==> config.mk <==
export PLATFORM = sky130hd
export DESIGN_NAME = mem_io_ctrl
export DESIGN_NICKNAME = d
export VERILOG_FILES = /design/src/rtl/mem_io_ctrl.sv
export SDC_FILE = /design/constraint.sdc
export NUM_CORES = 1
export LEC_CHECK = 0
export ABC_AREA = 1
export BUFFER_PORTS_ARGS = -buffer_cell sky130_fd_sc_hd__buf_4
export CORE_MARGIN = 2
export CORE_UTILIZATION = 50
export DETAILED_ROUTE_END_ITERATION = 8
export GPL_TIMING_DRIVEN = 0
export HOLD_SLACK_MARGIN = 0.15
export PLACE_DENSITY = 0.85
export SYNTH_ARGS = -nofsm -noshare
export SYNTH_HDL_FRONTEND = slang
export SYNTH_SLANG_ARGS = --single-unit
==> constraint.sdc <==
create_clock -name clk -period 4.9 [get_ports clk]
set_input_delay 0.98 -clock clk [delete_from_list [all_inputs] [get_ports clk]]
set_output_delay 0.98 -clock clk [all_outputs]
set_load 0.02 [all_outputs]
==> src/rtl/mem_io_ctrl.sv <==
// SLC-3 memory/IO controller: request/ready front end, multi-cycle SRAM sequencer
// with wait states and byte lanes, plus one memory-mapped IO word (switches / hex display).
module mem_io_ctrl #(
    parameter int unsigned       DATA_W      = 16,
    parameter int unsigned       ADDR_W      = 20,
    parameter int unsigned       WAIT_STATES = 2,
    parameter logic [ADDR_W-1:0] IO_ADDR     = {ADDR_W{1'b1}}
) (
    input  logic                      clk,
    input  logic                      rst_n,
    input  logic                      req_i,
    input  logic                      we_i,
    input  logic [DATA_W/8-1:0]       be_i,
    input  logic [ADDR_W-1:0]         addr_i,
    input  logic [DATA_W-1:0]         wdata_i,
    output logic [DATA_W-1:0]         rdata_o,
    output logic                      ready_o,
    output logic                      busy_o,
    input  logic [DATA_W-1:0]         switches_i,
    output logic [7*(DATA_W/4)-1:0]   hex_o,
    output logic [ADDR_W-1:0]         mem_addr_o,
    output logic [DATA_W-1:0]         mem_dout_o,
    output logic                      mem_dout_en_o,
    input  logic [DATA_W-1:0]         mem_din_i,
    output logic                      mem_ce_o,
    output logic                      mem_oe_o,
    output logic                      mem_we_o,
    output logic                      mem_ub_o,
    output logic                      mem_lb_o
);

    localparam int unsigned BE_W    = DATA_W / 8;
    localparam int unsigned NUM_HEX = DATA_W / 4;
    localparam int unsigned SEG_W   = 7 * NUM_HEX;
    localparam int unsigned CNT_W   = (WAIT_STATES > 0) ? $clog2(WAIT_STATES + 1) : 1;
    localparam int unsigned UB_LANE = (BE_W > 1) ? 1 : 0;

    typedef enum logic [2:0] {
        S_IDLE,
        S_SETUP,
        S_ACCESS,
        S_DONE,
        S_IO_DONE
    } state_t;

    state_t              state_q, state_d;
    logic [CNT_W-1:0]    cnt_q, cnt_d;
    logic [ADDR_W-1:0]   addr_q, addr_d;
    logic [DATA_W-1:0]   wdata_q, wdata_d;
    logic                we_q, we_d;
    logic [BE_W-1:0]     be_q, be_d;
    logic [DATA_W-1:0]   rdata_q, rdata_d;
    logic [DATA_W-1:0]   hex_q, hex_d;
    logic [SEG_W-1:0]    hex_seg_q, hex_seg_d;
    logic [DATA_W-1:0]   sync1_q, sync2_q;
    logic                busy_q, busy_d;
    logic                ready_q, ready_d;
    logic                ce_q, ce_d;
    logic                oe_q, oe_d;
    logic                mwe_q, mwe_d;
    logic                ub_q, ub_d;
    logic                lb_q, lb_d;
    logic                den_q, den_d;
    logic                mem_act;
    logic                io_hit;

    // Expand byte enables to a per-bit mask.
    function automatic logic [DATA_W-1:0] lane_mask(input logic [BE_W-1:0] be);
        logic [DATA_W-1:0] m;
        m = '0;
        for (int i = 0; i < BE_W; i++) begin
            m[8*i +: 8] = {8{be[i]}};
        end
        return m;
    endfunction

    // Active-low seven-segment pattern, bit 0 = segment a.
    function automatic logic [6:0] seg7(input logic [3:0] n);
        logic [6:0] s;
        case (n)
            4'h0:    s = 7'b1000000;
            4'h1:    s = 7'b1111001;
            4'h2:    s = 7'b0100100;
            4'h3:    s = 7'b0110000;
            4'h4:    s = 7'b0011001;
            4'h5:    s = 7'b0010010;
            4'h6:    s = 7'b0000010;
            4'h7:    s = 7'b1111000;
            4'h8:    s = 7'b0000000;
            4'h9:    s = 7'b0010000;
            4'hA:    s = 7'b0001000;
            4'hB:    s = 7'b0000011;
            4'hC:    s = 7'b1000110;
            4'hD:    s = 7'b0100001;
            4'hE:    s = 7'b0000110;
            default: s = 7'b0001110;
        endcase
        return s;
    endfunction

    always_ff @(posedge clk or negedge rst_n) begin
        if (!rst_n) begin
            state_q   <= S_IDLE;
            cnt_q     <= '0;
            addr_q    <= '0;
            wdata_q   <= '0;
            we_q      <= 1'b0;
            be_q      <= '0;
            rdata_q   <= '0;
            hex_q     <= '0;
            hex_seg_q <= {NUM_HEX{7'b1000000}};
            sync1_q   <= '0;
            sync2_q   <= '0;
            busy_q    <= 1'b0;
            ready_q   <= 1'b0;
            ce_q      <= 1'b1;
            oe_q      <= 1'b1;
            mwe_q     <= 1'b1;
            ub_q      <= 1'b1;
            lb_q      <= 1'b1;
            den_q     <= 1'b0;
        end else begin
            state_q   <= state_d;
            cnt_q     <= cnt_d;
            addr_q    <= addr_d;
            wdata_q   <= wdata_d;
            we_q      <= we_d;
            be_q      <= be_d;
            rdata_q   <= rdata_d;
            hex_q     <= hex_d;
            hex_seg_q <= hex_seg_d;
            sync1_q   <= switches_i;
            sync2_q   <= sync1_q;
            busy_q    <= busy_d;
            ready_q   <= ready_d;
            ce_q      <= ce_d;
            oe_q      <= oe_d;
            mwe_q     <= mwe_d;
            ub_q      <= ub_d;
            lb_q      <= lb_d;
            den_q     <= den_d;
        end
    end

    // Next state, transaction latches, and strobes decoded from the next state.
    always_comb begin
        state_d = state_q;
        cnt_d   = cnt_q;
        addr_d  = addr_q;
        wdata_d = wdata_q;
        we_d    = we_q;
        be_d    = be_q;
        rdata_d = rdata_q;
        hex_d   = hex_q;
        io_hit  = (addr_i == IO_ADDR);

        case (state_q)
            S_IDLE: begin
                if (req_i) begin
                    if (io_hit || (be_i == '0)) begin
                        state_d = S_IO_DONE;
                        if (io_hit && we_i) begin
                            hex_d = (hex_q & ~lane_mask(be_i)) | (wdata_i & lane_mask(be_i));
                        end else if (io_hit) begin
                            rdata_d = sync2_q & lane_mask(be_i);
                        end
                    end else begin
                        state_d = S_SETUP;
                        addr_d  = addr_i;
                        wdata_d = wdata_i;
                        we_d    = we_i;
                        be_d    = be_i;
                    end
                end
            end
            S_SETUP: begin
                state_d = S_ACCESS;
                cnt_d   = CNT_W'(WAIT_STATES);
            end
            S_ACCESS: begin
                if (cnt_q == '0) begin
                    state_d = S_DONE;
                    if (!we_q) begin
                        rdata_d = mem_din_i & lane_mask(be_q);
                    end
                end else begin
                    cnt_d = cnt_q - CNT_W'(1);
                end
            end
            S_DONE:    state_d = S_IDLE;
            S_IO_DONE: state_d = S_IDLE;
            default:   state_d = S_IDLE;
        endcase

        mem_act = (state_d == S_SETUP) || (state_d == S_ACCESS);
        ce_d    = !mem_act;
        oe_d    = !(mem_act && !we_d);
        mwe_d   = !((state_d == S_ACCESS) && we_d);
        ub_d    = !(mem_act && be_d[UB_LANE]);
        lb_d    = !(mem_act && be_d[0]);
        den_d   = we_d && (mem_act || (state_d == S_DONE));
        busy_d  = (state_d != S_IDLE);
        ready_d = (state_q == S_DONE) || (state_q == S_IO_DONE);

        hex_seg_d = '0;
        for (int i = 0; i < NUM_HEX; i++) begin
            hex_seg_d[7*i +: 7] = seg7(hex_d[4*i +: 4]);
        end
    end

    assign rdata_o       = rdata_q;
    assign ready_o       = ready_q;
    assign busy_o        = busy_q;
    assign hex_o         = hex_seg_q;
    assign mem_addr_o    = addr_q;
    assign mem_dout_o    = wdata_q;
    assign mem_dout_en_o = den_q;
    assign mem_ce_o      = ce_q;
    assign mem_oe_o      = oe_q;
    assign mem_we_o      = mwe_q;
    assign mem_ub_o      = ub_q;
    assign mem_lb_o      = lb_q;

endmodule

== Yosys cells after proc, flatten, opt, wreduce, memory -nomap -nowiden ==
Memory sizes are Yosys's and may differ from the RTL's. A register that Yosys moved wholly into a read port is not among the register bits.
Index checks and enable logic that the tools add are counted.
Widths: inputs -> output; s select.
Word-level totals
  logic and storage cells: 97
  memories kept: 4
  input bits: 74
  ROM bits: 448
  bits in latches: 0
  RAM bits: 0
  output and inout bits: 88
  register bits after elaboration: 116
Memory list
  (no name shown): depth 16, width 7, rd ports 1, clocked after Yosys merged registers in 1, wr ports 0, line 80  | case (n)
  (no name shown): depth 16, width 7, rd ports 1, clocked after Yosys merged registers in 1, wr ports 0, line 80
  (no name shown): depth 16, width 7, rd ports 1, clocked after Yosys merged registers in 1, wr ports 0, line 80
  (no name shown): depth 16, width 7, rd ports 1, clocked after Yosys merged registers in 1, wr ports 0, line 80
Cells by class
  multiplexer cells: 23
  multipliers: 0
  $lt $le $gt $ge: 0
  bitwise logic cells: 7
  div/mod/pow operators: 0
  shift-type cells: 0
  add/sub/neg operators: 1
  reductions and logical operators: 29
  equality and inequality tests: 15
Operators by type and width (count)
  $mux 16: 10
  $and 16x16->16: 4
  $pmux 16 s2: 1
  $eq 20x20->1 const B: 1
  $not 16->16: 1
  $or 16x16->16: 1
  $ne 2x2->1 const B: 7
  $eq 3x2->1 const B: 4
  $logic_not 1->1: 10
  $mux 3: 3
  $pmux 3 s3: 1
  $mux 2: 4
  $reduce_and 7->1: 1
  $eq 3x1->1 const B: 2
  $logic_and 1x1->1: 6
  $logic_not 2->1: 2
  $logic_or 1x1->1: 4
  $pmux 2 s2: 1
  $reduce_bool 2->1: 2
  $eq 3x3->1 const B: 1
  $logic_not 3->1: 1
  $mux 1: 3
  $reduce_and 3->1: 1
  $reduce_bool 3->1: 1
  other kinds (3): 3

== Longest topological paths before layout ==
Gate-level depths: netlist of run 1.
  depth after elaboration: 9
  depth in mapped cells: 14
  gate-level depth less buffers: 14

== Least setup slack after synthesis of run 1 ==
No wires, ideal clock.
  path type: input port to flip-flop
  start: input port addr_i[4]
  end: register hex_seg_q[24] (netlist: hex_o[24])
  required time: 4.783 ns
  stages on the path: 12
  library setup time: 0.117 ns
  path buffers: 0
  data arrival time: 2.671 ns
  path slack: 2.112 ns
  path through: nand2_1 -> nor2_1 -> nand3_2 -> nor2_4 -> nand4_2 -> o21ai_0 -> inv_1 -> ha_1 -> inv_1 -> nand3_1 -> nand3_1 -> nand2_1
Between the ends
  word-level cells in the longest chain between the ends: 6
  elaborated cells between the ends (all ways): 7
  classes of those cells: eq/ne (1); mux (4); reduce/logical (2)
RTL lines
  from (decl): line 14  | input logic [ADDR_W-1:0] addr_i,
  $eq 20x20->1 *: line 155  | io_hit = (addr_i == IO_ADDR);
  $logic_and 1x1->1: line 162  | if (io_hit && we_i) begin
  $mux 16: line 162
  $mux 16 *: line 160  | if (io_hit || (be_i == '0)) begin
  $mux 16 *: line 159  | if (req_i) begin
  $mux 16 *: line 157  | case (state_q)
  named net hex_d[13]: line 53  | logic [DATA_W-1:0] hex_q, hex_d;
  to (decl): line 54  | logic [SEG_W-1:0] hex_seg_q, hex_seg_d;
The timed path passes the listed nets; every way through them passes the cells marked *.
A chain may end at the register's enable or synchronous reset.

== Worst setup path after layout of run 1 ==
  start: input port addr_i[13]
  end: register hex_seg_q[24] (netlist: hex_o[24])
Same word-level chain as after synthesis.

==> out/qor.txt, run 1 <==
status: complete, no violations
synthesized netlist net count: 821
number of pins with negative max-slew slack in the final report: 0
worst endpoint data arrival time: 3280 ps
number of rows in the core area: 41
TritonCTS Sinks: 144
final worst-path cycle share: 60.7%
adder and majority cell fraction of the synthesized area: 5.24%
number of global-route vias before repair: 5351
final core occ: 67.2%
Vias: 5442
main flop type after synthesis: sky130_fd_sc_hd__dfrtp_1
Layout area overhead: 31.6%
EDFF count, synth: 0
starting utilization of the core area: 51.0%
Hold/Removal Path Class: flop to flop
count of input and output buffers: 159
Critical R2R Launch: state_q[2]$_DFF_PN0_
Max FO, Critical Path: 6
portion of the post-synthesis area used by sequential elements: 56.1%
number of synthesis warnings: 0
Pleak: 4.53 nW
highest clock frequency the design can meet: 336 MHz
minimum period implied by the final worst setup slack: 2980 ps
Post-DRT Antenna Nets: 0
compound-gate portion of the synthesized area: 5.13%
final-stage net count: 1000
drt initial violations: 456
fillcell total: 1005
Reg area: 3610 µm²
pre-CTS setup slack: 1570 ps
register clock-pin slew on the reported worst setup and hold paths: 60 ps
number of vias per cell after detailed routing: 5.02
Post-synth top cells: sky130_fd_sc_hd__nand2_1 (291), sky130_fd_sc_hd__dfrtp_1 (135), sky130_fd_sc_hd__nand3_1 (81), sky130_fd_sc_hd__inv_1 (48), sky130_fd_sc_hd__o21ai_0 (30)
Post-Synth XOR/XNOR Area: 0%
wire length per cell after detailed routing: 14.9 µm
number of unique standard cell types used by synthesis: 36
maximum level of the CTS H-tree: 4
cell chain of the critical path: buf_4, nand2_1, nor2_1, nand2_2, nor2_4, nand4_2, o21ai_0, inv_1, ha_1, inv_1, nand3_1, nand3_1, nand2_1
accumulated negative setup slack: 0 ps
area of combinational cells with multiple inputs: 2490 µm²
RSZ-0062 raised after global routing: false
critical path data required time: 5200 ps
overall die height: 118 µm
maximum number of pins on one net before global-route repair: 102
cell with the biggest individual delay on the critical path: sky130_fd_sc_hd__o21ai_0
root buffer cell: sky130_fd_sc_hd__clkbuf_16
post-cts resize count: 0
Total GRT Usage: 24.2%
top cells by area in the synthesized netlist: sky130_fd_sc_hd__dfrtp_1 (52%), sky130_fd_sc_hd__nand2_1 (17%), sky130_fd_sc_hd__nand3_1 (6.3%), sky130_fd_sc_hd__ha_1 (5.2%), sky130_fd_sc_hd__dfstp_2 (3.7%)
WS Path Type: input port to flop
min-delay src: sync1_q[0]$_DFF_PN0_
hold buffer count at cts: 0
final wirelength: 16.2 mm
first-pass iteration count of the detailed router: 6
RePlAce Congestion: 0.916
setup violators final: 0
maximum resistive drop on vdd: 0.000287 V
die footprint: 13800 µm²
Core Region: 12600 µm²
total gr overflow: 0
wire length of the first global-routing pass: 26.5 mm
slew at the pin closest to its max-slew limit: 722 ps
Setup WS post-layout: 1920 ps
Critical Path Start Type: input port
area leader, netlist: sky130_fd_sc_hd__dfrtp_1
beginning of the critical path: addr_i[13]
IO Count: 162
pwr dens: 499 nW/µm²
Cell Area, Synth: 6440 µm²
clock latency on the worst-skew pair: 410 ps
Clock Tree Buf Depth: 2
Simple-Gate Fraction of Synth Area: 28.3%
crit end category: flop
largest family of logic cells by synthesized area: simple AND/OR/NAND/NOR gates
CTS buffer count: 17
number of max-capacitance violations reported: 0
post-layout power: 0.00423 W
antenna violations before repair: 1
most frequent cell after synthesis: sky130_fd_sc_hd__nand2_1
number of endpoints with negative hold slack in the final report: 0
postcts setup bufs: 0
Chip Width: 118 µm
Synth async-reset ratio: 100%
Clock Skew: 8.73 ps
TritonCTS clock tree: built
Post-Syn Instances: 720
area share of the largest cell type after synthesis: 52.4%
DRC violations left: 0
multiplexer share of the synthesized area: 0%
Worst Hold Slack: 346 ps
mean area per synthesized cell: 8.95 µm²
longest individual stage delay on the worst path: 610 ps
fraction of layout instances using a drive strength above 1: 27.2%
FF+latch count, synth: 144
normalized max-slew margin: 51.4%
HPWL after DPL: 11.5 mm
## registers in the layout, summed over array words and instances (netlist names), 2 cells and up
register	cells
hex_q	16
sync1_q	16
be_q	2
hex_o	28
state_q	3
cnt_q	2
mem_dout_o	16
rdata_o	16
sync2_q	16
mem_addr_o	20
## per-layer routing
metal  global-route usage, %  vias to the layer above  wire [µm]
met2                    41.6                      222       8140
met3                    6.01                       39       1070
li1                        -                     2633          -
met4                    8.81                        0        421
met5                       0                        -          0
met1                    29.8                     2548       6580
## worst paths after layout
| path | to | slack [ps] | cells after the start |
|---|---|---|---|
| hold reg to reg | sync2_q[0]$_DFF_PN0_ | 350 | 0 |
| hold / removal | sync2_q[0]$_DFF_PN0_ | 350 | 0 |
| max in group asynchronous | hex_o[6]$_DFF_PN1_ | 3590 | 2 |
| setup reg to reg | hex_o[24]$_DFF_PN0_ | 2300 | 11 |
| setup / recovery | hex_o[24]$_DFF_PN0_ | 1920 | 13 |
| min in group asynchronous | mem_addr_o[17]$_DFFE_PN0P_ | 480 | 1 |
## per-stage QoR
stage / area, µm² / cells
after floorplan: 6440 / 720
after global routing: 8470 / 1084
final: 8470 / 1085
after global placement: 7850 / 1051
after CTS: 8470 / 1084
after detailed placement: 7880 / 1052
## layout make-up
class / count / share of cell area [%]
Tap cell: 172 / 2.54
Buffer: 22 / 1.27
Sequential cell: 144 / 42.7
Timing Repair Buffer: 160 / 14.5
Multi-Input combinational cell: 495 / 29.4
Clock buffer: 21 / 5.32
Antenna cell: 1 / 0.0295
Clock inverter: 11 / 1.65
Inverter: 59 / 2.70
## power by group
part / internal [W] / switching (W) / leakage (nW)
registers: 0.00147 / 0.000144 / 1.77
clock network: 0.000811 / 0.000478 / 0.291
logic: 0.000502 / 0.000824 / 2.46
total: 0.00278 / 0.00145 / 4.53
## logic make-up (layout without fill, tap and decap cells)
| logic type | after synthesis | after routing |
|---|---|---|
| compound gates | 52 | 52 |
| fa+ha+maj | 27 | 27 |
| flops | 144 | 144 |
| other cells | 0 | 1 |
| simple gates | 416 | 416 |
| buf+inv | 81 | 273 |
## cells in the final DEF (no fill, tap or decap), drive strengths merged
cell type / netlist / routed
nand2: 301 / 301
buf: 13 / 173
dfrtp: 135 / 135
nand3: 82 / 82
inv: 59 / 59
o21ai: 44 / 44
clkbuf: 9 / 30
ha: 27 / 27
nor2: 18 / 18
dfstp: 9 / 9
nand4: 8 / 8
clkinv: 0 / 7
nor3: 4 / 4
bufinv: 0 / 3
o21bai: 2 / 2
o21a: 2 / 2
o211ai: 2 / 2
or2: 2 / 2
diode: 0 / 1
a21oi: 1 / 1
nand3b: 1 / 1
a22oi: 1 / 1
clkinvlp: 0 / 1
## critical path: cells and delay by family
family / cells / cell delay [ps]
buffers and inverters: 3 / 400
adders and majority gates: 1 / 330
and+or+nand+nor: 8 / 950
AOI/OAI and AO/OA: 1 / 610
(Power assumes the default switching activity.)
==> run 2: changes to the inputs <==
==> constraint.sdc (replaced) <==
create_clock -name clk -period 3.1 [get_ports clk]
set_input_delay 0.62 -clock clk [delete_from_list [all_inputs] [get_ports clk]]
set_output_delay 0.62 -clock clk [all_outputs]
set_load 0.02 [all_outputs]
==> run 2 against run 1 <==
  * Die area did not move
  * Core utilization grew 0.079 points
  * Final cell count about the same
  * Flip-flop and latch count unchanged
  * Global-route usage barely moved
  * Sequential power rose by 58%
==> out/qor.txt, run 2 (synthesis results as in run 1) <==
highest clock frequency the design can meet: 382 MHz
minimum period implied by the final worst setup slack: 2620 ps
cell chain of the critical path: buf_4, nand2_1, nor2_1, nand2_2, nor2_4, nand4_2, o21ai_0, inv_1, ha_1, inv_1, nand3_1, nand3_1, nand2_1
Clock Skew: 9.91 ps (+1.18 ps)
setup violators final: 0 (unchanged)
TritonCTS clock tree: built
WS Path Type: input port to flop
final-stage net count: 1001 (+0.10%)
slew at the pin closest to its max-slew limit: 727 ps (+5.02 ps)
RePlAce Congestion: 0.916 (unchanged)
Internal: 0.00440 W (+58%)
TritonCTS Sinks: 144 (unchanged)
maximum number of pins on one net before global-route repair: 102 (unchanged)
maximum resistive drop on vdd: 0.000454 V (+58%)
overall die height: 118 µm (unchanged)
final worst-path cycle share: 84.5%
count of cells along the worst hold path: 1 (+1)
clock group share of total power: 30.5% (about the same)
pwr dens: 788 nW/µm² (+58%)
number of rows in the core area: 41 (unchanged)
Layout area overhead: 31.7%
Pleak: 4.53 nW (about the same)
most common library cell in the layout ignoring fill and taps: sky130_fd_sc_hd__nand2_1
Hold/Removal Path Class: input port to flop
count of input and output buffers: 159 (unchanged)
DRC violations left: 0 (unchanged)
critical path data required time: 3400 ps (-1800 ps)
buffers plus inverters on the worst setup path: 3 (unchanged)
total gr overflow: 0 (unchanged)
IO Count: 162 (unchanged)
starting utilization of the core area: 51.0% (unchanged)
Top Family by Delay on Critical Path: simple AND/OR/NAND/NOR gates
fillcell total: 1004 (-0.10%)
CTS buffer count: 17 (unchanged)
Comb power frac: 31.3% (about the same)
number of pins with negative max-slew slack in the final report: 0 (unchanged)
longest individual stage delay on the worst path: 610 ps (about the same)
post-cts resize count: 0 (unchanged)
Max FO, Critical Path: 6 (unchanged)
maximum level of the CTS H-tree: 4 (unchanged)
top library cells by usage in the layout, fill and taps aside: sky130_fd_sc_hd__nand2_1 (291), sky130_fd_sc_hd__buf_4 (158), sky130_fd_sc_hd__dfrtp_1 (135)
number of flip-flops in the largest register: 28 (unchanged)
Vias: 5418 (-0.44%)
status: complete, no violations
wire length of the first global-routing pass: 26.5 mm (+0.11%)
Core Region: 12600 µm² (unchanged)
CP Depth: 13 (unchanged)
accumulated negative setup slack: 0 ps (unchanged)
final instance area: 8480 µm² (+0.12%)
net switching fraction of the power: 34.2% (about the same)
number of endpoints with negative hold slack in the final report: 0 (unchanged)
post-layout power: 0.00669 W (+58%)
clock latency on the worst-skew pair: 410 ps (about the same)
HPWL after DPL: 11.5 mm (unchanged)
Chip Width: 118 µm (unchanged)
normalized max-slew margin: 51.0% (-0.34 points)
area of placed instances: 7880 µm² (unchanged)
first-pass iteration count of the detailed router: 6 (unchanged)
Total GRT Usage: 24.2% (about the same)
Critical Path Start Type: input port
final wirelength: 16.2 mm (-0.20%)
cell with the biggest individual delay on the critical path: sky130_fd_sc_hd__o21ai_0
drt initial violations: 419 (-8.1%)
RSZ-0062 raised after global routing: false
net switching power: 0.00229 W (+58%)
wire length per cell after detailed routing: 14.9 µm (-0.29%)
final core occ: 67.2% (+0.079 points)
number of max-capacitance violations reported: 0 (unchanged)
Worst Hold Slack: 312 ps (-33.4 ps)
die footprint: 13800 µm² (unchanged)
crit end category: flop
number of vias per cell after detailed routing: 4.99 (-0.53%)
register clock-pin slew on the reported worst setup and hold paths: 60 ps (about the same)
postcts setup bufs: 0 (unchanged)
Post-DRT Antenna Nets: 0 (unchanged)
root buffer cell: sky130_fd_sc_hd__clkbuf_16
fraction of layout instances using a drive strength above 1: 27.2% (-0.030 points)
Worst Reg2Reg Path Length in Cells: 11 (unchanged)
worst endpoint data arrival time: 2920 ps (-360 ps)
Clock Tree Buf Depth: 2 (unchanged)
antenna violations before repair: 1 (unchanged)
share of total power in sequential cells: 38.1% (about the same)
number of global-route vias before repair: 5361 (+0.19%)
-- run 2: changes by cell type in the layout (fill, tap and decap cells not counted), sizes merged --
cell         before  now
dlygate4sd3       0    1
-- run 2: timing repair --
action	in CTS	in global routing
hold buffers	1	0
hold endpoints to repair	41	0
setup endpoints to repair	0	0
-- run 2: power by group through the flow --
| stage | registers [W] | logic [W] | clock network [W] |
|---|---|---|---|
| after floorplan | 0.00297 | 0.000742 | 0 |
| after global placement | 0.00256 | 0.00202 | 0 |
| after detailed placement | 0.00256 | 0.00209 | 0 |
| after CTS | 0.00255 | 0.00211 | 0.00205 |
| after global routing | 0.00259 | 0.00226 | 0.00215 |
| final | 0.00255 | 0.00210 | 0.00204 |
-- run 2: cell type report --
type / count / area [µm²] / area share [%]
inverters: 59 / 229 / 2.70
clock buffers: 21 / 450 / 5.31
plain buffers: 22 / 108 / 1.27
clock inverters: 11 / 140 / 1.65
diodes: 1 / 2.50 / 0.0295
multi-input cells: 495 / 2490 / 29.3
repair buffers: 161 / 1230 / 14.6
flip-flops and latches: 144 / 3610 / 42.6
well taps: 172 / 215 / 2.54
-- run 2: path summary, 6_finish.rpt --
kind / startpoint / end / slack, ps
min reg2reg: sync1_q[0]$_DFF_PN0_ / sync2_q[0]$_DFF_PN0_ / 350
min in group asynchronous: rst_n / mem_addr_o[17]$_DFFE_PN0P_ / 700
min: switches_i[15] / sync1_q[15]$_DFF_PN0_ / 310
max in group asynchronous: rst_n / hex_o[6]$_DFF_PN1_ / 1580
max reg2reg: state_q[2]$_DFF_PN0_ / hex_o[24]$_DFF_PN0_ / 500
max: addr_i[13] / hex_o[24]$_DFF_PN0_ / 480
-- run 2: worst register-to-register path: stages (launching register included) --
cell,delay [ps]
sky130_fd_sc_hd__dfrtp_1,440
sky130_fd_sc_hd__inv_2,110
sky130_fd_sc_hd__nand4_4,140
sky130_fd_sc_hd__inv_2,160
sky130_fd_sc_hd__nand4_2,160
sky130_fd_sc_hd__o21ai_0,610
sky130_fd_sc_hd__inv_1,250
sky130_fd_sc_hd__ha_1,330
sky130_fd_sc_hd__inv_1,70
sky130_fd_sc_hd__nand3_1,80
sky130_fd_sc_hd__nand3_1,90
sky130_fd_sc_hd__nand2_1,60
-- run 2: per-layer routing --
| metal | vias to the layer above | routed length (µm) | track usage (%) |
|---|---|---|---|
| li1 | 2636 | - | - |
| met1 | 2540 | 6520 | 29.8 |
| met2 | 208 | 8130 | 41.6 |
| met3 | 34 | 1120 | 6.01 |
| met4 | 0 | 415 | 8.81 |
| met5 | - | 0 | 0 |
-- run 2: stage by stage --
stage	setup WS (ps)	instances
after CTS	485	1085
after global placement	155	1051
after global routing	205	1085
final	481	1086
after detailed placement	127	1052
after floorplan	672	720
==> run 3: changes to the inputs <==
--- a/config.mk
+++ b/config.mk
@@ -8,7 +8,7 @@
 export ABC_AREA = 1
 export BUFFER_PORTS_ARGS = -buffer_cell sky130_fd_sc_hd__buf_4
 export CORE_MARGIN = 2
-export CORE_UTILIZATION = 50
+export CORE_UTILIZATION = 48
 export DETAILED_ROUTE_END_ITERATION = 8
 export GPL_TIMING_DRIVEN = 0
 export HOLD_SLACK_MARGIN = 0.15
==> constraint.sdc (replaced) <==
create_clock -name clk -period 2.1 [get_ports clk]
set_input_delay 0.42 -clock clk [delete_from_list [all_inputs] [get_ports clk]]
set_output_delay 0.42 -clock clk [all_outputs]
set_load 0.02 [all_outputs]
==> run 3 against run 2 <==
  * The run now ends with setup timing left
  * Non-clock buffer count grew 56
  * Clock power increased by 51%
  * Via count grew 11%
  * Die area is 4.0% higher
  * Register-to-register slack worse by 600 ps
  * Final cell count up 5.4%
  * Worst setup slack worse by 580 ps
  * First-iteration DRC count is 31% higher
  * Core utilization grew 4.0 points
  * Critical path type is now flop to flop
  * Critical endpoint is now hex_o[17]$_DFF_PN0_
  * Highest routed layer is now met5
==> out/qor.txt, run 3 (synthesis results as in run 1) <==
Clock Skew: 16.0 ps (+6.06 ps)
number of endpoints with negative hold slack in the final report: 0 (unchanged)
Post-DRT Antenna Nets: 0 (unchanged)
post-layout power: 0.0102 W (+53%)
status: complete, but fails checks
most common library cell in the layout ignoring fill and taps: sky130_fd_sc_hd__nand2_1
Ant. Diodes: 0 (-1)
first-pass iteration count of the detailed router: 7 (+1)
IO Count: 162 (unchanged)
number of vias per cell after detailed routing: 5.25 (+5.1%)
HPWL after DPL: 11.4 mm (-0.84%)
Worst Reg2Reg Path Length in Cells: 14 (+3)
area of placed instances: 7890 µm² (about the same)
TritonCTS Sinks: 144 (unchanged)
cell chain of the critical path: inv_2, nand4_4, inv_4, buf_6, nand3_4, nor2_4, nand3_2, nand2_4, inv_4, ha_4, nand2_2, nand2_1, nand2_1, nand2_1
DRC violations left: 0 (unchanged)
crit end category: flop
starting utilization of the core area: 48.8% (-2.2 points)
accumulated negative setup slack: -266 ps (-266 ps)
number of pins with negative max-slew slack in the final report: 0 (unchanged)
fraction of layout instances using a drive strength above 1: 36.2% (+9.1 points)
final instance area: 9390 µm² (+11%)
final core occ: 71.2% (+4.0 points)
final worst-path cycle share: 105%
reg-to-reg endpoint: hex_o[17]$_DFF_PN0_
violations in the final reports: setup timing
Pleak: 4.83 nW (+6.7%)
longest individual stage delay on the worst path: 390 ps (-220 ps)
top library cells by usage in the layout, fill and taps aside: sky130_fd_sc_hd__nand2_1 (271), sky130_fd_sc_hd__buf_4 (195), sky130_fd_sc_hd__dfrtp_1 (135)
number of flip-flops in the largest register: 28 (unchanged)
Hold/Removal Path Class: input port to flop
final wirelength: 19.1 mm (+18%)
count of input and output buffers: 159 (unchanged)
Core Region: 13200 µm² (+4.5%)
Clock Tree Buf Depth: 2 (unchanged)
highest clock frequency the design can meet: 455 MHz
overall die height: 120 µm (+2.0%)
clock latency on the worst-skew pair: 430 ps (+20 ps)
Worst Hold Slack: 197 ps (-116 ps)
setup violators final: 8 (+8)
maximum level of the CTS H-tree: 4 (unchanged)
TritonCTS clock tree: built
drt initial violations: 547 (+31%)
maximum number of pins on one net before global-route repair: 104 (+2.0%)
Max FO, Critical Path: 4 (-2)
RePlAce Congestion: 0.872 (-4.8%)
wire length per cell after detailed routing: 16.6 µm (+12%)
die footprint: 14400 µm² (+4.0%)
pwr dens: 1090 nW/µm² (+38%)
Critical Path Start Type: flop
critical path data required time: 2470 ps (-930 ps)
normalized max-slew margin: 61.5% (+10 points)
minimum period implied by the final worst setup slack: 2200 ps
most common cell type on the critical path: sky130_fd_sc_hd__nand2_1
CP Capture Point: hex_o[17]$_DFF_PN0_
CTS buffer count: 17 (unchanged)
WS Path Type: flop to flop
cell with the biggest individual delay on the critical path: sky130_fd_sc_hd__dfrtp_1
maximum resistive drop on vdd: 0.000808 V (+78%)
number of global-route vias before repair: 5385 (+0.45%)
RSZ-0062 raised after global routing: true
number of max-capacitance violations reported: 0 (unchanged)
antenna violations before repair: 1 (unchanged)
beginning of the critical path: state_q[2]$_DFF_PN0_
Setup WS post-layout: -95.9 ps (-576 ps)
reg-to-reg setup timing slack: -100 ps (-600 ps)
worst endpoint data arrival time: 2560 ps (-360 ps)
slew at the pin closest to its max-slew limit: 577 ps (-149 ps)
Layout area overhead: 45.8%
fillcell total: 880 (-12%)
Total GRT Usage: 23.8% (-0.45 points)
final-stage net count: 1057 (+5.6%)
Critical R2R Launch: state_q[2]$_DFF_PN0_
number of rows in the core area: 42 (+2.4%)
root buffer cell: sky130_fd_sc_hd__clkbuf_16
wire length of the first global-routing pass: 26.7 mm (+0.52%)
Vias: 6006 (+11%)
register clock-pin slew on the reported worst setup and hold paths: 60 ps (about the same)
count of cells along the worst hold path: 3 (+2)
total gr overflow: 0 (unchanged)
Chip Width: 120 µm (+2.0%)
## run 3: cell count changes in the layout (fill, tap and decap cells not counted), sizes merged, moves of 2 or more
cell	change
buf	+40
clkinvlp	+5
clkbuf	-2
dlygate4sd3	+16
clkinv	-4
## run 3: cell type report
type / instances / area (µm²) / area share [%]
clock inverter: 13 / 163 / 1.73
timing repair buffer: 217 / 1720 / 18.4
multi-input combinational: 495 / 2870 / 30.6
sequential: 144 / 3610 / 38.5
clock buffer: 19 / 443 / 4.72
tap: 176 / 220 / 2.35
buffer: 22 / 115 / 1.23
inverter: 59 / 236 / 2.52
## run 3: worst min-delay path by stage
| stage | startpoint | endpoint |
|---|---|---|
| detailed placement | sync1_q[2]$_DFF_PN0_ | sync2_q[2]$_DFF_PN0_ |
| floorplan | rst_n | be_q[0]$_DFF_PN0_ |
| finish | addr_i[3] | mem_addr_o[3]$_DFFE_PN0P_ |
| global route | addr_i[3] | mem_addr_o[3]$_DFFE_PN0P_ |
| global placement | sync1_q[0]$_DFF_PN0_ | sync2_q[0]$_DFF_PN0_ |
| CTS | addr_i[16] | mem_addr_o[16]$_DFFE_PN0P_ |
## run 3: power by group
part	total [W]	leakage, nW	switching (W)	internal [W]
Clock	0.00309	0.278	0.00119	0.00190
Combinational	0.00334	2.78	0.00204	0.00130
Sequential	0.00376	1.77	0.000339	0.00343
## run 3: metal layers
layer	vias up	wire (µm)	GRT usage, %
met5	-	13	0
met4	2	705	10.1
met3	68	1360	5.80
met2	328	9640	38.3
met1	2856	7340	30.9
li1	2752	-	-
## run 3: critical path, delay by kind of cell (launching register included)
kind	cells	cell delay, ps
buffers and inverters	4	390
flip-flops	1	390
AND/OR/NAND/NOR	9	1060
adder cells (fa/ha/maj)	1	280
## run 3: stage by stage
stage                     setup slack (ps)  instances
after floorplan                       6.76        720
after global placement                -539       1055
after detailed placement              -579       1056
after CTS                             2.40       1112
after global routing                  -180       1145
final                                -95.9       1145
## run 3: repair_timing
action | 4_1_cts | 5_1_grt
buffers inserted | 7 | 33
gates resized for setup | 25 | 67
hold buffers | 17 | 0
setup endpoints to repair | 28 | 29
pin swaps | 4 | 21
hold endpoints to repair | 55 | 0
